[src/rtl/vga_pkg.sv]
// vga_pkg: default 800x600@72 timing constants and the shared colour word.
package vga_pkg;
  localparam int VGA_H_VISIBLE = 800;
  localparam int VGA_H_FRONT   = 56;
  localparam int VGA_H_SYNC    = 120;
  localparam int VGA_H_BACK    = 64;
  localparam int VGA_V_VISIBLE = 600;
  localparam int VGA_V_FRONT   = 37;
  localparam int VGA_V_SYNC    = 6;
  localparam int VGA_V_BACK    = 23;
  localparam int VGA_H_TOTAL   = VGA_H_VISIBLE + VGA_H_FRONT + VGA_H_SYNC + VGA_H_BACK;
  localparam int VGA_V_TOTAL   = VGA_V_VISIBLE + VGA_V_FRONT + VGA_V_SYNC + VGA_V_BACK;
  localparam bit VGA_SYNC_POL  = 1'b1;
  typedef struct packed {
    logic [1:0] r;
    logic [1:0] g;
    logic [1:0] b;
  } vga_color_t;
endpackage

[src/rtl/vga_delay_line.sv]
// vga_delay_line: DEPTH-stage shift register, async active-low reset to RST_VAL.
module vga_delay_line #(
  parameter int W = 1,
  parameter int DEPTH = 1,
  parameter logic [W-1:0] RST_VAL = '0
) (
  input  logic         clk,
  input  logic         rst_n,
  input  logic [W-1:0] d_i,
  output logic [W-1:0] q_o
);
  logic [DEPTH-1:0][W-1:0] sr_q;
  if (DEPTH < 1) begin : g_depth_chk
    $error("vga_delay_line: DEPTH must be at least 1");
  end
  always_ff @(posedge clk or negedge rst_n) begin
    if (!rst_n) begin
      for (int k = 0; k < DEPTH; k++) sr_q[k] <= RST_VAL;
    end else begin
      sr_q[0] <= d_i;
      for (int k = 1; k < DEPTH; k++) sr_q[k] <= sr_q[k-1];
    end
  end
  assign q_o = sr_q[DEPTH-1];
endmodule

[src/rtl/vga_timing_gen.sv]
// vga_timing_gen: free-running VGA raster counters, frame-buffer indices and delayed syncs.
// Optional VGA_TIMING_FRAME_CNT_EN adds an 8-bit frame counter output.
module vga_timing_gen import vga_pkg::*; #(
  parameter int H_VISIBLE     = VGA_H_VISIBLE,
  parameter int H_FRONT       = VGA_H_FRONT,
  parameter int H_SYNC        = VGA_H_SYNC,
  parameter int H_BACK        = VGA_H_BACK,
  parameter int V_VISIBLE     = VGA_V_VISIBLE,
  parameter int V_FRONT       = VGA_V_FRONT,
  parameter int V_SYNC        = VGA_V_SYNC,
  parameter int V_BACK        = VGA_V_BACK,
  parameter int H_SCALE_SHIFT = 2,
  parameter int H_BITS        = 9,
  parameter int V_BITS        = 10,
  parameter int HC_BITS       = 11,
  parameter bit SYNC_POL      = VGA_SYNC_POL,
  parameter int SYNC_DELAY    = 1
) (
  input  logic              clk,
  input  logic              rst_n,
  output logic [H_BITS-1:0] h_index,
  output logic [V_BITS-1:0] v_index,
  output logic              h_porch,
  output logic              v_porch,
  output logic              display_en,
  output logic              hsync,
  output logic              vsync,
  output logic              frame_start
`ifdef VGA_TIMING_FRAME_CNT_EN
  ,output logic [7:0]       frame_cnt
`endif
);
  localparam int H_TOTAL = H_VISIBLE + H_FRONT + H_SYNC + H_BACK;
  localparam int V_TOTAL = V_VISIBLE + V_FRONT + V_SYNC + V_BACK;
  if (H_TOTAL - 1 >= (1 << HC_BITS)) begin : g_hc_chk
    $error("vga_timing_gen: HC_BITS cannot hold H_TOTAL-1");
  end
  if (V_TOTAL - 1 >= (1 << V_BITS)) begin : g_vc_chk
    $error("vga_timing_gen: V_BITS cannot hold V_TOTAL-1");
  end
  localparam logic [HC_BITS-1:0] H_LAST = HC_BITS'(H_TOTAL - 1);
  localparam logic [HC_BITS-1:0] H_VIS  = HC_BITS'(H_VISIBLE);
  localparam logic [HC_BITS-1:0] HS_ON  = HC_BITS'(H_VISIBLE + H_FRONT);
  localparam logic [HC_BITS-1:0] HS_OFF = HC_BITS'(H_VISIBLE + H_FRONT + H_SYNC);
  localparam logic [V_BITS-1:0]  V_LAST = V_BITS'(V_TOTAL - 1);
  localparam logic [V_BITS-1:0]  V_VIS  = V_BITS'(V_VISIBLE);
  localparam logic [V_BITS-1:0]  VS_ON  = V_BITS'(V_VISIBLE + V_FRONT);
  localparam logic [V_BITS-1:0]  VS_OFF = V_BITS'(V_VISIBLE + V_FRONT + V_SYNC);
  // {hsync, vsync, display_en} idle levels
  localparam logic [2:0] SYNC_RST = {~SYNC_POL, ~SYNC_POL, 1'b0};
  logic [HC_BITS-1:0] h_cnt_q, h_cnt_d;
  logic [V_BITS-1:0]  v_cnt_q, v_cnt_d;
  logic [H_BITS-1:0]  h_index_q, h_index_d;
  logic [V_BITS-1:0]  v_index_q, v_index_d;
  logic               h_porch_q, v_porch_q, fs_q, fs_d;
  logic               h_blank, v_blank, hs_raw, vs_raw;
  logic [2:0]         sync1_q, sync1_d, sync_dly;
  always_comb begin
    h_cnt_d   = h_cnt_q == H_LAST ? '0 : h_cnt_q + 1'b1;
    v_cnt_d   = h_cnt_q != H_LAST ? v_cnt_q : v_cnt_q == V_LAST ? '0 : v_cnt_q + 1'b1;
    h_blank   = h_cnt_q >= H_VIS;
    v_blank   = v_cnt_q >= V_VIS;
    h_index_d = h_blank ? '0 : H_BITS'(h_cnt_q >> H_SCALE_SHIFT);
    v_index_d = v_blank ? '0 : v_cnt_q;
    fs_d      = h_cnt_q == '0 && v_cnt_q == '0;
    hs_raw    = (h_cnt_q >= HS_ON && h_cnt_q < HS_OFF) ? SYNC_POL : ~SYNC_POL;
    vs_raw    = (v_cnt_q >= VS_ON && v_cnt_q < VS_OFF) ? SYNC_POL : ~SYNC_POL;
    sync1_d   = {hs_raw, vs_raw, ~h_blank & ~v_blank};
  end
  always_ff @(posedge clk or negedge rst_n) begin
    if (!rst_n) begin
      h_cnt_q   <= '0;
      v_cnt_q   <= '0;
      h_index_q <= '0;
      v_index_q <= '0;
      h_porch_q <= 1'b0;
      v_porch_q <= 1'b0;
      fs_q      <= 1'b0;
      sync1_q   <= SYNC_RST;
    end else begin
      h_cnt_q   <= h_cnt_d;
      v_cnt_q   <= v_cnt_d;
      h_index_q <= h_index_d;
      v_index_q <= v_index_d;
      h_porch_q <= h_blank;
      v_porch_q <= v_blank;
      fs_q      <= fs_d;
      sync1_q   <= sync1_d;
    end
  end
  // Syncs and display_en trail the indices by the frame buffer's read latency
  vga_delay_line #(.W(3), .DEPTH(SYNC_DELAY), .RST_VAL(SYNC_RST)) u_sync_dly (
    .clk   (clk),
    .rst_n (rst_n),
    .d_i   (sync1_q),
    .q_o   (sync_dly)
  );
  assign h_index     = h_index_q;
  assign v_index     = v_index_q;
  assign h_porch     = h_porch_q;
  assign v_porch     = v_porch_q;
  assign frame_start = fs_q;
  assign {hsync, vsync, display_en} = sync_dly;
`ifdef VGA_TIMING_FRAME_CNT_EN
  logic [7:0] frame_cnt_q;
  always_ff @(posedge clk or negedge rst_n) begin
    if (!rst_n) frame_cnt_q <= '0;
    else frame_cnt_q <= frame_cnt_q + {7'd0, fs_q};
  end
  assign frame_cnt = frame_cnt_q;
`endif
endmodule

[config.mk]
export PLATFORM = sky130hd
export DESIGN_NAME = vga_timing_gen
export DESIGN_NICKNAME = d
export VERILOG_FILES = /design/src/rtl/vga_pkg.sv /design/src/rtl/vga_delay_line.sv /design/src/rtl/vga_timing_gen.sv
export SDC_FILE = /design/constraint.sdc
export NUM_CORES = 1
export LEC_CHECK = 0
export CORE_ASPECT_RATIO = 1.5
export CORE_MARGIN = 2
export CORE_UTILIZATION = 37
export CTS_BUF_LIST = sky130_fd_sc_hd__clkbuf_16
export CTS_CLUSTER_SIZE = 20
export DETAILED_ROUTE_END_ITERATION = 8
export PLACE_DENSITY_LB_ADDON = 0.08
export SYNTH_ARGS = -nofsm -noshare
export SYNTH_HDL_FRONTEND = slang
export SYNTH_SLANG_ARGS = --single-unit
[constraint.sdc]
create_clock -name clk -period 4.9 [get_ports clk]
set_clock_uncertainty 0.15 [all_clocks]
set_input_delay 0.49 -clock clk [delete_from_list [all_inputs] [get_ports clk]]
set_output_delay 0.49 -clock clk [all_outputs]
set_load 0.02 [all_outputs]
==> impl_summary.md, run 1 <==
Clock network
The number of buffers inserted by post-CTS setup repair is 0. The deepest level of the CTS H-tree is 2. The number of cells upsized or downsized after cts is 0. The clock tree from TritonCTS is yes. The total number of clock tree sinks is 49. The maximum clock path buffer count is 2. After clock tree synthesis, the clock-pin slew on the worst setup and hold paths is 60 ps. The number of buffers inserted during clock tree synthesis is 5. The latest clock arrival within the worst-skew pair is 280 ps. The root buffer cell chosen for the clock tree is clkbuf_16. For this design, the CTS-stage hold fixing added 0 buffers.

Hold path
The end point of the worst hold path is u_sync_dly.q_o[0]$_DFF_PN0_. The number of instances on the worst hold path is 0. The type of the tightest min-delay check is flop to flop. The worst hold path begins at sync1_q[0]$_DFF_PN0_.

Route
The first TritonRoute pass finished after 4 iterations. After detailed routing, no signal wire sits above met4. The length of routed met2 wiring is 1.84 mm.

The initial DRC count is 59. The final route contains 1,365 vias. Wire segments on met3 add up to 104 um in the final route. In the routed layout, each cell is associated on average with a via count of 4.91. The residual DRC count is 0.

In this run the remaining antenna-violating nets after routing total 0. The routed design has 3.64 mm of wire. The post-detailed-route wirelength per cell is 13.1 um. The detailed router put a total of 1.58 mm of wire on met1.

Synthesis
The number of different library cells used by synthesis comes to 32. The synthesized instance count is 180. The synthesized netlist net count is 188. The warning count from the yosys run is 0.

The library cell with the largest summed area after synthesis is dfrtp_1. The number of enable flip-flop cells after synthesis is 0. The synthesized design contains 49 register bits. The commonest cells after synthesis are dfrtp_1, and2_1, nand3_1, nor2_1, inv_1. The cell area that synthesis handed to floorplanning was 2050 um^2. The mean post-synth cell area is 11.4 um^2.

Summing the sequential cell areas from Yosys gives 59.7% of the chip area. dfrtp_1 is the most common cell in the netlist. Sorting the synthesized cells by area gives the leading types as dfrtp_1, and2_1, ha_1, nand3_1, nor2_1.

The dominant synthesized flop cell is dfrtp_1. The share of Yosys cell area claimed by the top area cell type is 59.7%. Counting flops with an async set or reset pin after synthesis yields a share of 100%.

Floorplan
The die area is 6180 um^2. 27 I/O pins were placed. In this run the core area contains 33 standard-cell rows.

The core region is 5410 um^2. The starting utilization of the core area is 38.0%. From bottom edge to top edge, the die measures 95.3 um. The floorplan step set the die width to 64.8 um.

Worst setup path
Counting cells, the worst reg-to-reg path comes to 5. The endpoint class of the critical path is a flop. The largest single stage delay on the critical path is 420 ps. The critical path is of the flop to flop type. The required time at the worst-slack endpoint is 4900 ps. Traced cell by cell, the critical path runs through ha_1 > and3_1 > nand4_1 > o21ai_0 > o21ai_0. The slowest cell on the critical path is nand4_1. For the worst setup path, the data arrival time is 2090 ps.

The setup slack on the worst flop-to-flop path is 2810 ps. On the critical path the largest part of the delay comes from simple AND/OR/NAND/NOR gates. The endpoint identified for the worst register-to-register timing path is v_cnt_q[2]$_DFFE_PN0N_. The startpoint type of the worst setup path is a flop.

The buffering stage count on the worst path with inverters included is 0. The startpoint identified for the worst register-to-register timing path is h_cnt_q[0]$_DFF_PN0_. The cell with the most instances on the worst path is o21ai_0. The worst-path maximum fanout is 11.

Cells and area
The area growth from synthesis to final layout is 22.4%. The proportion of layout cells with a drive suffix above 1 is 5.29%. The final cell utilization of the core is 46.5%.

In the final design database the tool counted 215 nets. The number of antenna diodes in the final layout is 0. The layout has 499 filler cells.

The final non-filler cell area is 2510 um^2. Leaving out filler cells and counting taps, the final layout contains 278.

STA
For the pin with the worst max-slew slack, the measured transition is 1030 ps. Setup violations remaining at the end of the flow were counted as 0. The worst hold-check slack is 201 ps. The relative slew slack is 31.2%. The final-layout setup total negative slack is 0 ps. The post-route fraction of the period consumed by the critical path is 42.6%.

For the finished layout, the period the worst path requires is 2090 ps. The count of final max-slew check failures is 0. Setup repair after global routing left no endpoint under its margin. The fmax is 0.479 GHz.

The final count of hold timing violations is 0.

GRT
The global routing usage summed across all routing layers is 13.2%. The initial antenna violation count is 0. The via count of the first global-routing pass is 1,336. For this run the aggregate overflow at the end of global routing stands at 0.

The first global-routing pass estimated 6.13 mm of wire. The pin count of the biggest net entering global routing is 50.

Placed design
The number of cells in the design after placement is 270. The HPWL after detailed placement is 2.62 mm. The standard cell area after detailed placement is 2350 um^2. The placer congestion estimate is 0.838. The number of port buffers is 26.

Power
The worst vdd rail ir drop is 0.151 mV. The analysis attributes to cell leakage a power of 1.16 nW. In this run the power density over the cells is 314 nW/um^2.

Outcome
The run finished with clean final reports.

Run
Across the run, the number of max-cap violations was 0.
==> worst max path at each step <==
stage	cells past startpoint	from	end
6_report	5	h_cnt_q[0]$_DFF_PN0_	v_cnt_q[2]$_DFFE_PN0N_
5_1_grt	5	h_cnt_q[0]$_DFF_PN0_	v_cnt_q[7]$_DFFE_PN0N_
4_1_cts	5	h_cnt_q[0]$_DFF_PN0_	v_cnt_q[4]$_DFFE_PN0N_
3_5_place_dp	5	h_cnt_q[0]$_DFF_PN0_	v_cnt_q[4]$_DFFE_PN0N_
3_3_place_gp	5	h_cnt_q[0]$_DFF_PN0_	v_cnt_q[4]$_DFFE_PN0N_
2_1_floorplan	7	h_cnt_q[0]$_DFF_PN0_	v_cnt_q[7]$_DFFE_PN0N_
==> area by class of cell <==
type | instances | area [um^2] | share of cell area [%]
Inverter | 11 | 41.3 | 1.64
Clock inverter | 3 | 37.5 | 1.49
Tap cell | 70 | 87.6 | 3.48
Sequential cell | 49 | 1230 | 48.8
Timing Repair Buffer | 26 | 255 | 10.1
Multi-Input combinational cell | 114 | 742 | 29.5
Clock buffer | 5 | 125 | 4.98
==> state kept, by name, summed over array words and instances (netlist names) <==
signal and flops:
v_porch 1, frame_start 1, v_cnt_q 10, v_index 10
h_cnt_q 11, u_sync_dly.q_o 3, sync1_q 3, h_porch 1
h_index 9
==> report_power, final <==
part	switching, W	internal [W]
clock network	0.000137	0.000237
logic	0.00000798	0.000000989
registers	0.000000137	0.000405
==> cells by family after synthesis <==
family                   share of synthesized area (%)
other                                            0.183
adder cells (fa/ha/maj)                           3.65
AND/OR/NAND/NOR                                   21.9
buffers and inverters                             4.20
multiplexers                                     0.487
flip-flops                                        59.7
AO/OA/AOI/OAI                                     5.18
XOR/XNOR                                          4.69
==> metrics by stage <==
stage | worst slack, ps | total power [W]
2_1_floorplan | 3180 | 0.000413
3_3_place_gp | 2890 | 0.000422
3_5_place_dp | 2780 | 0.000422
4_1_cts | 2770 | 0.000797
5_1_grt | 2550 | 0.000824
6_report | 2810 | 0.000789
==> routing by layer <==
layer,global-route usage (%),up-vias
li1,-,657
met1,15.8,670
met2,21.7,29
met3,2.83,9
met4,7.45,0
met5,0,-
==> placed cells by master (no fill, tap or decap), drive strengths merged, types with 5 or more instances in the layout <==
cell type / count
ha: 6
clkbuf: 5
o21ai: 7
nand3: 14
and2: 17
a21oi: 7
xor2: 5
nor2: 14
clkdlybuf4s50: 25
dfrtp: 49
nand4: 7
inv: 12
nand2: 5
xnor2: 6
Note: power is estimated with default switching activity, not from simulation.
==> run 2, diff against run 1 <==
==> constraint.sdc (replaced) <==
create_clock -name clk -period 2.1 [get_ports clk]
set_clock_uncertainty 0.15 [all_clocks]
set_input_delay 0.21 -clock clk [delete_from_list [all_inputs] [get_ports clk]]
set_output_delay 0.21 -clock clk [all_outputs]
set_load 0.02 [all_outputs]
==> run 2 against run 1 <==
Wire length increased by 7.7%. Clock power up 130%. Combinational power grew to 2.9 times the previous value. Non-clock buffer count increased by 6. Global-route usage increased by 1.7 points. Register-to-register slack got worse by 2600 ps. Critical path type unchanged.
==> impl_summary.md, run 2 (synthesis results as in run 1) <==
Cells and area
The proportion of layout cells with a drive suffix above 1 is 7.48%. The area growth from synthesis to layout is 24.7%. The count of antenna diodes in the layout is 0.

The largest register by flop count is h_cnt_q. The most common cell after layout, fill and taps aside is dfrtp_1. The top cell types in the final layout, fill and taps aside, are dfrtp_1, clkdlybuf4s50_1, and2_1, nor2_1, nand3_1. Once layout is complete, the cells apart from fillers number 284. The final net count is 221. The number of flip-flops under the largest register name is 11.

Hold path
In this run the worst hold path is classified as flop to flop.

Route
The routed design uses 1.99 mm of met2 wire. The first routing iteration left 73 violations. The number of vias after detailed routing is 1,394. The detail-routed via count per cell is 4.91. The routed design uses 193 um of met3 wire. Once detail routing completed, the nets flagged for antenna violations numbered 0. The wire length reported by the detailed router is 3.92 mm.

The post-detailed-route wirelength per cell is 13.8 um. Signal routing reaches up to met4. For this block, wires on met1 add up to 1.66 mm.

The detailed-routing iteration count for the pre-antenna-repair pass is 4. The residual DRC count is 0.

STA
Setup repair after global routing left no endpoint under its margin. The final count of hold timing violations is 0. The final setup violation count is 0. The final critical path takes up 90.5% of the cycle.

For the final routed database, the setup TNS stands at 0 ps. Timing would allow up to 0.526 GHz. Subtracting the final worst setup slack from the clock period gives 1900 ps. The worst setup margin is 199 ps.

The count of final max-slew check failures was 0.

Worst setup path
The top cell family by delay on the critical path is simple AND/OR/NAND/NOR gates. The setup slack on the worst flop-to-flop path is 200 ps. The signal on the critical path passes through ha_1 > and3_1 > and4_1 > nand3_1 > o21ai_0. The startpoint type of the worst setup path is a flop.

STA puts the critical path data required time at 2140 ps. The worst setup path is of the flop to flop kind. On the worst path, the slowest cell contributes a delay of 460 ps. The worst-path maximum fanout is 11. STA classifies the critical path endpoint as a flop. Together, buffers and inverters on the worst path number 0. The slowest stage of the critical path belongs to the cell and4_1. The data arrival time of the critical path is 1950 ps.

Floorplan
The floorplan step defined a die boundary enclosing 6180 um^2. The core area is 5410 um^2. The vertical die dimension is 95.3 um.

In this run the horizontal extent of the chip is 64.8 um. The starting utilization of the core area is 38.0%. The initialized floorplan defines 33 standard-cell rows. 27 I/O pins were placed.

Clock network
Buffers inserted to repair hold after CTS numbered 1. For the worst-skew pair, the clock arrives at the later sink with an insertion delay of 280 ps. The maximum clock path buffer count is 2. Clock-pin slew was measured on the worst setup and hold paths at 60 ps. The number of cells upsized or downsized after cts is 0. In this run the number of H-tree levels came out at 2. TritonCTS built the clock tree. The clock net in this run drives a total of 49 sinks. Buffers added to address setup during post-CTS repair amount to 0. The buffer cell driving the clock tree root is clkbuf_16. The number of buffers inserted during clock tree synthesis is 5.

Power
The cell internal power dissipation is 0.00150 W. The power per cell area is 720 nW/um^2. Across the VDD grid, the largest voltage drop is 0.428 mV. The share of total power dissipated in combinational logic is 1.4%. In this run the static leakage power is 1.19 nW.

The analysis attributes to net switching a power of 0.000341 W. The switching power share of the total is 18.5%. Per report_power, the sequential group accounts for 51.2% of the total. The share of total power in the clock network is 47.3%.

Run
Across the run, the number of max-cap violations was 0.

Placed design
The post-DP HPWL is 2.82 mm. The placer congestion estimate is 0.826. Prior to clock tree synthesis, the placed netlist has a worst setup slack of 232 ps. Once placement completed, the tool counted placed cells totaling 275.

During placement, the flow inserted port buffers numbering 26.

GRT
The global-route wire length before repair is 6.93 mm. The overall overflow remaining after global route is 0. The initial antenna violation count is 0. The via count of the first global-routing pass was 1,449. Entering global routing, the biggest net connects 20 pins. The global routing usage summed across all routing layers is 14.8%.

Outcome
The run finished with clean final reports.
run 2: area by class of cell:
class                           instances  area (um^2)
Clock buffer                            5          125
Clock inverter                          3         37.5
Fill cell                             503         2850
Inverter                               11         41.3
Multi-Input combinational cell        114          742
Sequential cell                        49         1230
Tap cell                               70         87.6
Timing Repair Buffer                   32          303
run 2: layer usage:
metal / global-route usage [%] / vias to the layer above
met2: 25.1 / 36
li1: - / 669
met4: 6.91 / 0
met5: 0 / -
met1: 17.7 / 683
met3: 3.54 / 6
run 2: final timing paths:
kind                                 startpoint                     endpoint  depth (start not counted)
max                        h_cnt_q[0]$_DFF_PN0_       v_cnt_q[2]$_DFFE_PN0N_                          5
max reg2reg                h_cnt_q[0]$_DFF_PN0_       v_cnt_q[2]$_DFFE_PN0N_                          5
min                        sync1_q[2]$_DFF_PN0_  u_sync_dly.q_o[2]$_DFF_PN0_                          0
min in group asynchronous                 rst_n         h_index[8]$_DFF_PN0_                          2
max in group asynchronous                 rst_n         h_cnt_q[6]$_DFF_PN0_                          3
min reg2reg                sync1_q[2]$_DFF_PN0_  u_sync_dly.q_o[2]$_DFF_PN0_                          0
run 2: per-stage QoR:
step | util, % | instance area (um^2) | total power, W | hold slack [ps]
after detailed placement | 44.2 | 2390 | 0.000989 | -3.71
final | 47.4 | 2560 | 0.00184 | 199
after floorplan | - | 2050 | 0.000964 | -236
after CTS | 47.4 | 2560 | 0.00188 | 202
after global routing | 47.4 | 2560 | 0.00191 | 207
after global placement | 44.2 | 2390 | 0.000988 | -14.4
run 2: power groups by stage:
stage               Combinational (W)  Clock [W]  Sequential, W
floorplan                 0.000000155          0       0.000964
global placement            0.0000256          0       0.000963
detailed placement          0.0000265          0       0.000963
CTS                         0.0000280   0.000904       0.000945
global route                0.0000310   0.000938       0.000944
finish                      0.0000263   0.000873       0.000945
==> run 3, diff against run 2 <==
--- a/config.mk
+++ b/config.mk
@@ -9,7 +9,8 @@
 export CORE_MARGIN = 2
 export CORE_UTILIZATION = 37
 export CTS_BUF_LIST = sky130_fd_sc_hd__clkbuf_16
-export CTS_CLUSTER_SIZE = 20
+export CTS_CLUSTER_DIAMETER = 100
+export CTS_CLUSTER_SIZE = 24
 export DETAILED_ROUTE_END_ITERATION = 8
 export PLACE_DENSITY_LB_ADDON = 0.08
 export SYNTH_ARGS = -nofsm -noshare
==> results of run 3 <==
No change in the layout: final DEF, timing and power equal those of run 2.
